$ cat src/rtl/fc_ctrl_pkg.sv
`default_nettype none
// ============================================================================
// fc_ctrl_pkg : constants and state type shared by the FC-layer controllers
// Rev 1.0
// ============================================================================
package fc_ctrl_pkg;

   localparam int N_CLASSES   = 10;
   localparam int SCORE_W     = 16;
   localparam int CLASS_IDX_W = 4;

   typedef enum logic [1:0] {
      IDLE  = 2'd0,
      READ  = 2'd1,
      DRAIN = 2'd2,
      DONE  = 2'd3
   } state_t;

endpackage
`default_nettype wire

$ cat src/rtl/argmax_seq_ctrl.sv
`default_nettype none
// ============================================================================
// argmax_seq_ctrl : scans N_CLASSES scores with one comparator, returns argmax
// Rev 1.0
// ============================================================================
module argmax_seq_ctrl
   import fc_ctrl_pkg::*;
#(
   parameter int N_CLASSES = fc_ctrl_pkg::N_CLASSES,
   parameter int DATA_W    = fc_ctrl_pkg::SCORE_W,
   parameter int IDX_W     = fc_ctrl_pkg::CLASS_IDX_W
) (
   input  logic              clk,
   input  logic              rst,
   input  logic              start,
   output logic              busy,
   output logic              rd_en,
   output logic [IDX_W-1:0]  rd_addr,
   input  logic [DATA_W-1:0] rd_data,
   output logic              res_valid,
   input  logic              res_ready,
   output logic [IDX_W-1:0]  classified,
   output logic [DATA_W-1:0] max_val
);

   localparam logic [IDX_W-1:0] LAST_ADDR = IDX_W'(N_CLASSES - 1);

   state_t            state;
   logic              data_vld;
   logic [DATA_W-1:0] run_max;
   logic [IDX_W-1:0]  run_idx;
   logic [IDX_W-1:0]  data_idx;
   logic              take;

   // Strict compare: an equal later score never displaces the earlier index.
   assign take = data_vld && (rd_data > run_max);

   always_ff @(posedge clk or posedge rst) begin
      if (rst) begin
         state      <= IDLE;
         busy       <= 1'b0;
         rd_en      <= 1'b0;
         rd_addr    <= '0;
         res_valid  <= 1'b0;
         classified <= '0;
         max_val    <= '0;
         data_vld   <= 1'b0;
         run_max    <= '0;
         run_idx    <= '0;
         data_idx   <= '0;
      end else begin
         data_vld <= rd_en;
         if (take) begin
            run_max <= rd_data;
            run_idx <= data_idx;
         end
         if (data_vld) begin
            data_idx <= data_idx + IDX_W'(1);
         end

         case (state)
            IDLE: begin
               run_max  <= '0;
               run_idx  <= '0;
               rd_addr  <= '0;
               data_idx <= '0;
               if (start) begin
                  state <= READ;
                  busy  <= 1'b1;
                  rd_en <= 1'b1;
               end
            end
            READ: begin
               if (rd_addr == LAST_ADDR) begin
                  rd_en <= 1'b0;
                  state <= DRAIN;
               end else begin
                  rd_addr <= rd_addr + IDX_W'(1);
               end
            end
            DRAIN: begin
               // Last score is on rd_data now; fold it in while committing.
               classified <= take ? data_idx : run_idx;
               max_val    <= take ? rd_data : run_max;
               res_valid  <= 1'b1;
               state      <= DONE;
            end
            DONE: begin
               if (res_ready) begin
                  res_valid <= 1'b0;
                  busy      <= 1'b0;
                  state     <= IDLE;
               end
            end
            default: state <= IDLE;
         endcase
      end
   end

endmodule
`default_nettype wire

$ cat config.mk
export PLATFORM = sky130hd
export DESIGN_NAME = argmax_seq_ctrl
export DESIGN_NICKNAME = d
export VERILOG_FILES = /design/src/rtl/fc_ctrl_pkg.sv /design/src/rtl/argmax_seq_ctrl.sv
export SDC_FILE = /design/constraint.sdc
export NUM_CORES = 1
export LEC_CHECK = 0
export BUFFER_PORTS_ARGS = -buffer_cell sky130_fd_sc_hd__buf_4
export CAP_MARGIN = 30
export CORE_UTILIZATION = 62
export CTS_CLUSTER_DIAMETER = 200
export DETAILED_ROUTE_END_ITERATION = 16
export GPL_TIMING_DRIVEN = 0
export PLACE_DENSITY_LB_ADDON = 0.15
export SLEW_MARGIN = 0
export SYNTH_ARGS = -nofsm -noshare
export SYNTH_HDL_FRONTEND = slang
export SYNTH_SLANG_ARGS = --single-unit
$ cat constraint.sdc
create_clock -name clk -period 4.2 [get_ports clk]
set_input_delay 0.63 -clock clk [delete_from_list [all_inputs] [get_ports clk]]
set_output_delay 0.63 -clock clk [all_outputs]
set_load 0.1 [all_outputs]
==> results of run 1 <==
==> worst max-delay path: stages, from the launching register on <==
cell     delay [ns]
dfrtp_1        0.39
inv_1          0.05
ha_1           0.30
nand4_1        0.27
o41a_1         0.57
buf_2          0.21
and3_1         0.19
o31ai_1        0.08
nand3_1        0.11
==> layout by cell type, fill, tap and decap left out, types with 9 or more instances in the layout <==
master    instances
buf_4            46
inv_1            22
mux2i_1          21
nand2_1          72
buf_2             9
ha_1             23
a21oi_1          26
o21ai_0          11
o31ai_1          20
and3_1           20
nor2_1           25
nand3_1          24
clkbuf_1         18
dfrtp_1          54
or4_1            20
==> worst max-delay path by stage <==
stage                                to  cells past startpoint
after floorplan           classified[0]                      7
after global placement       max_val[1]                      2
after detailed placement    max_val[10]                      8
after CTS                    max_val[2]                      8
after global routing         max_val[1]                      8
final                        max_val[2]                      8
==> synthesized netlist by cell type <==
cell       number  area, sq um
o31a_1          1         8.76
mux2i_1        21          210
xor2_1          3         26.3
clkbuf_1       17         63.8
o21ai_1         1         5.00
o211ai_2        1         12.5
o41a_1          1         11.3
o31ai_1        20          150
xnor2_1         1         8.76
buf_2           9         45.0
dfrtp_1        54         1350
clkinv_1        1         3.75
o21a_1          1         7.51
ha_1           23          288
and2_1          1         6.26
nor2_1         25         93.8
or4_1          20          150
a21oi_1        26          130
nand4_1         5         31.3
a211oi_2        1         12.5
inv_1          23         86.3
o221a_2         1         11.3
o221ai_1        1         8.76
and3_1         20          125
nand2b_1        1         6.26
nand2_1        72          270
buf_6           2         22.5
nand3_1        24          120
nand4_2         1         12.5
o21ai_0        11         55.1
nor2b_1         1         6.26
a2111oi_4       1         27.5
a21o_1          1         7.51
==> routing by layer <==
layer,track usage (%),vias to the layer above
met5,0,-
met4,10.9,0
met3,6.48,20
met2,49.1,168
met1,42.4,1476
li1,-,1482
==> cell families after synthesis <==
family / Yosys count / share of synthesized area, %
AND/OR/NAND/NOR: 170 / 24.4
AO/OA/AOI/OAI: 67 / 13.3
flip-flops: 54 / 40.0
buffers and inverters: 52 / 6.56
adder cells (fa/ha/maj): 23 / 8.52
multiplexers: 21 / 6.23
XOR/XNOR: 4 / 1.04
==> final cells by class <==
cell class              count  area [sq um]
plain buffers              28           131
flip-flops and latches     54          1350
clock inverters             1          5.00
multi-input cells         285          1800
inverters                  24          90.1
fillers                   386          1250
repair buffers             47           365
well taps                  70          87.6
clock buffers               7          86.3
==> flip-flops by register name (all words and copies together), names as in the netlist <==
name and count:
run_max 16, rd_addr 4, rd_en 1, busy 1
data_idx 4, run_idx 4, res_valid 1, data_vld 1
state 2, max_val 16, classified 4
==> per-stage QoR <==
step	cells	instance area (sq um)	total power, mW	utilization [%]	setup slack [ns]
floorplan	391	3380	2.45	-	1.99
global placement	507	3810	2.86	73.6	1.55
detailed placement	508	3830	2.93	74.0	1.59
CTS	516	3920	3.23	75.8	1.90
global route	516	3920	3.44	75.8	1.69
finish	516	3920	3.24	75.8	1.87
==> where the power goes <==
group / total, mW / switching (mW) / internal (mW)
Clock: 0.306 / 0.172 / 0.134
Combinational: 2.06 / 1.49 / 0.567
Sequential: 0.878 / 0.158 / 0.720
Total: 3.24 / 1.82 / 1.42
==> run metrics, run 1 <==
status=finished, final reports clean; antenna-violating nets left=0; Worst Path Required=4.38 ns; count of final setup violators=0; Total Wirelength=8360 microns; total setup buffers inserted after CTS=0; clk_skew=0.0112 ns; metal3 WL=645 microns; leakage power=between 1.5 and 2 nW; Tcrit/Tclk final=55.4%; full die area=5740 sq um; Skew-Pair Late Insertion Delay=0.31 ns; GPL Wtd Cong=0.861; Area Growth Syn to Fin=16.1%; mapped cell area=3380 sq um; via/cell ratio=6.10; Setup CP Type=reg -> reg; hold_buf cts=0; CTS tree=built; Max Freq=430 MHz; post-synthesis sequential area ratio=~40%; CTS max path bufs=2; CTS Root Buffer Type=clkbuf_8; #FFs+latches synth=54; Overflow after GRT=0; pin count of the biggest net entering global routing=38; Slew Limit Fails=0; Detailed Place HPWL=6080 microns; reg2reg start=run_max[11]; clk slew on worst S/H paths=0.10 ns; remaining routing DRC violations=0; Hold WC Path Type=in -> async; CP Max Fanout=10; Slew @ Worst Pin=0.512 ns; 1st-pass router iterations=5; DR top layer=met4; Max H-tree Level=2; CTS sink count=between 50 and 60; final hold vios=0; Worst Setup SP=run_max[11]; M1 wire length=3620 microns; initial antenna violation count=0; Starting DRT DRC Count=351; Ports=47; Slew headroom=65.9%; port bufs=46; Synth warnings=0; TritonCTS Buffers=5; RSZ-0062 raised after global routing=false; first-pass GRT wire length=13100 microns; reg2reg path depth=8; met2 wire len=3920 microns; Max Cap Violations=0; Syn Inst Count=391; Die W=75.8 microns; Initial Utilization=65.3%; startpoint types=register; Hold Slack=0.310 ns; Core Area=5170 sq um; VDD IR max=685 uV; CP Capture Type=register; WP data arrival=approximately 2.5 ns; proportion of layout cells with a drive suffix above 1=15.9%; R2R Setup Slk=1.87 ns; PwrDens=827 nW/um^2; synthesized area per cell=8.63 sq um; Die Height=about 76 microns; Global Route Usage Sum=31.1%; Post-CTS Resized=0; Final #Nets=488; Setup TNS=0 ns; Mapped Nets=roughly 430; RR Endpoint=max_val[2]; vias in the first global route=2843; final worst path period need=~2.3 ns; library cells used by synthesis=33; WL/cell=16.2 microns; diodes inserted=0; routed vias=around 3100; Site Rows=26
Power figures use the tool's default switching activity.
==> run 2, diff against run 1 <==
Settings changed: CORE_UTILIZATION 62 to 58.
Clock period 4.2 ns to 2.2 ns, I/O delays scaled along.
==> run 2 against run 1 <==
Compared with the run above:
- the flow now finishes with violations (negative setup slack)
- design area grew 13%
- sequential share of layout area decreased by 3.9 points
- clock-buffer cell count down 1
- hold slack worse by 0.026 ns
- maximum frequency rose by 2.9%
- die area rose by 6.7%
- utilization up 3.5 points
- total power grew 110%
- largest cell class unchanged
==> run metrics, run 2 (synthesis results as in run 1) <==
status=complete, but fails checks; failing checks=negative setup slack; Final #Nets=505; CTS Root Buffer Type=clkbuf_8; RR Endpoint=run_max[7]; Die W=78.3 microns; WP data arrival=2.50 ns; Skew-Pair Late Insertion Delay=0.32 ns; RSZ-0062 raised after global routing=true; DR top layer=met4; metal3 WL=between 700 and 800 microns; Slew headroom=62.0%; Ports=47; Site Rows=27; Max Cap Violations=0; proportion of layout cells with a drive suffix above 1=28.3%; Slew Limit Fails=0; GPL Wtd Cong=0.936; worst setup margin=-0.0603 ns; CTS tree=built; 1st-pass router iterations=7; Starting DRT DRC Count=approximately 370; Max H-tree Level=2; Worst Hold Depth=3; reg2reg start=run_max[1]; leakage power=around 2.1 nW; final worst path period need=2.26 ns; Area Growth Syn to Fin=30.9%; Max Freq=442 MHz; Setup CP Type=reg -> reg; M1 wire length=3980 microns; Initial Utilization=60.6%; R2R Setup Slk=-0.06 ns; Worst Setup SP=run_max[1]; Power, Total=6.89 mW; port bufs=46; VDD IR max=around 1200 uV; placed cell areas=~3800 sq um; Global Route Usage Sum=31.6%; clk slew on worst S/H paths=about 0.10 ns; leading cell type in the layout, fill and taps excluded=nand2_1; reg2reg path depth=8; Slew @ Worst Pin=0.570 ns; final hold vios=0; Worst Setup EP=run_max[7]; met2 wire len=roughly 4800 microns; PwrDens=1560 nW/um^2; count of final setup violators=16; Setup TNS=-0.323 ns; Worst Path Required=between 2 and 2.5 ns; startpoint types=register; CTS max path bufs=2; Die Height=78.3 microns; Core Util, Final=79.3%; clk_skew=0.00566 ns; via/cell ratio=roughly 6.3; WL/cell=18.4 microns; routed vias=~3400; CTS sink count=54; Largest regs=max_val x16, run_max x16; Overflow after GRT=0; design area=approximately 4400 sq um; Total Wirelength=~9900 microns; vias in the first global route=between 3000 and 4000; antenna-violating nets left=0; dpl ws=-0.172 ns; Tcrit/Tclk final=103%; TritonCTS Buffers=5; pin count of the biggest net entering global routing=42; remaining routing DRC violations=0; Core Area=5570 sq um; Detailed Place HPWL=6120 microns; first-pass GRT wire length=15200 microns; diodes inserted=0; full die area=between 6000 and 7000 sq um; initial antenna violation count=0; Hold WC Path Type=in -> reg; most frequent cells in the layout=nand2_1 (72), buf_4 (57), dfrtp_1 (54); CP Max Fanout=5; CP Capture Type=register
[run 2: cell types whose count changed in the layout (fill, tap and decap cells not counted), sizes merged]
cell	previous run	this run
buf	58	70
clkinvlp	0	1
clkbuf	24	27
bufinv	0	1
dlygate4sd3	0	1
clkinv	2	1
[run 2: layout make-up]
cell class | instances | area [sq um]
Buffer | 28 | 204
Sequential cell | 54 | 1350
Inverter | 24 | 90.1
Timing Repair Buffer | 64 | 515
Tap cell | 72 | 90.1
Fill cell | 366 | 1160
Clock buffer | 6 | 72.6
Clock inverter | 2 | 37.5
Multi-Input combinational cell | 285 | 2060
[run 2: timing repair]
item                                    4_1_cts  5_1_grt
endpoints found under the setup margin       35       40
gates resized for setup                       9       75
pin swaps                                     3       14
gates cloned                                  1        4
endpoints found under the hold margin        13        0
buffers inserted                              2        9
hold buffers                                  1        0
[run 2: critical path, cell delays in order (launching register included)]
cell       delay (ns)
dfrtp_1          0.40
inv_2            0.06
ha_4             0.26
nor2b_4          0.14
o211ai_2         0.14
a2111oi_4        0.42
o31a_1           0.34
buf_6            0.20
mux2i_1          0.22
[run 2: metal layers]
metal | GRT usage (%) | vias to the layer above
li1 | - | 1517
met4 | 9.81 | 0
met3 | 5.12 | 38
met2 | 52.3 | 209
met5 | 0 | -
met1 | 42.7 | 1607
[run 2: report_power, final]
part | total (mW) | internal, mW | leakage [nW] | switching [mW]
Clock | 0.691 | 0.340 | 0.0514 | 0.351
Combinational | 4.50 | 1.40 | 1.34 | 3.11
Sequential | 1.69 | 1.37 | 0.694 | 0.318
Total | 6.89 | 3.11 | 2.09 | 3.77
[run 2: stage by stage]
step                      hold slack [ns]  std cells
after floorplan                     0.476        391
after global placement              0.404        509
after detailed placement            0.319        510
after CTS                           0.274        522
after global routing                0.293        535
final                               0.284        535
[run 2: worst min path at each step]
| stage | start | to | slack [ns] |
|---|---|---|---|
| final | rd_data[12] | run_max[12] | 0.28 |
| after floorplan | rd_data[10] | run_max[10] | 0.48 |
| after detailed placement | rst | rd_addr[3] | 0.32 |
| after global placement | rd_en | data_vld | 0.40 |
| after global routing | rd_data[12] | run_max[12] | 0.29 |
| after CTS | rd_data[12] | run_max[12] | 0.27 |
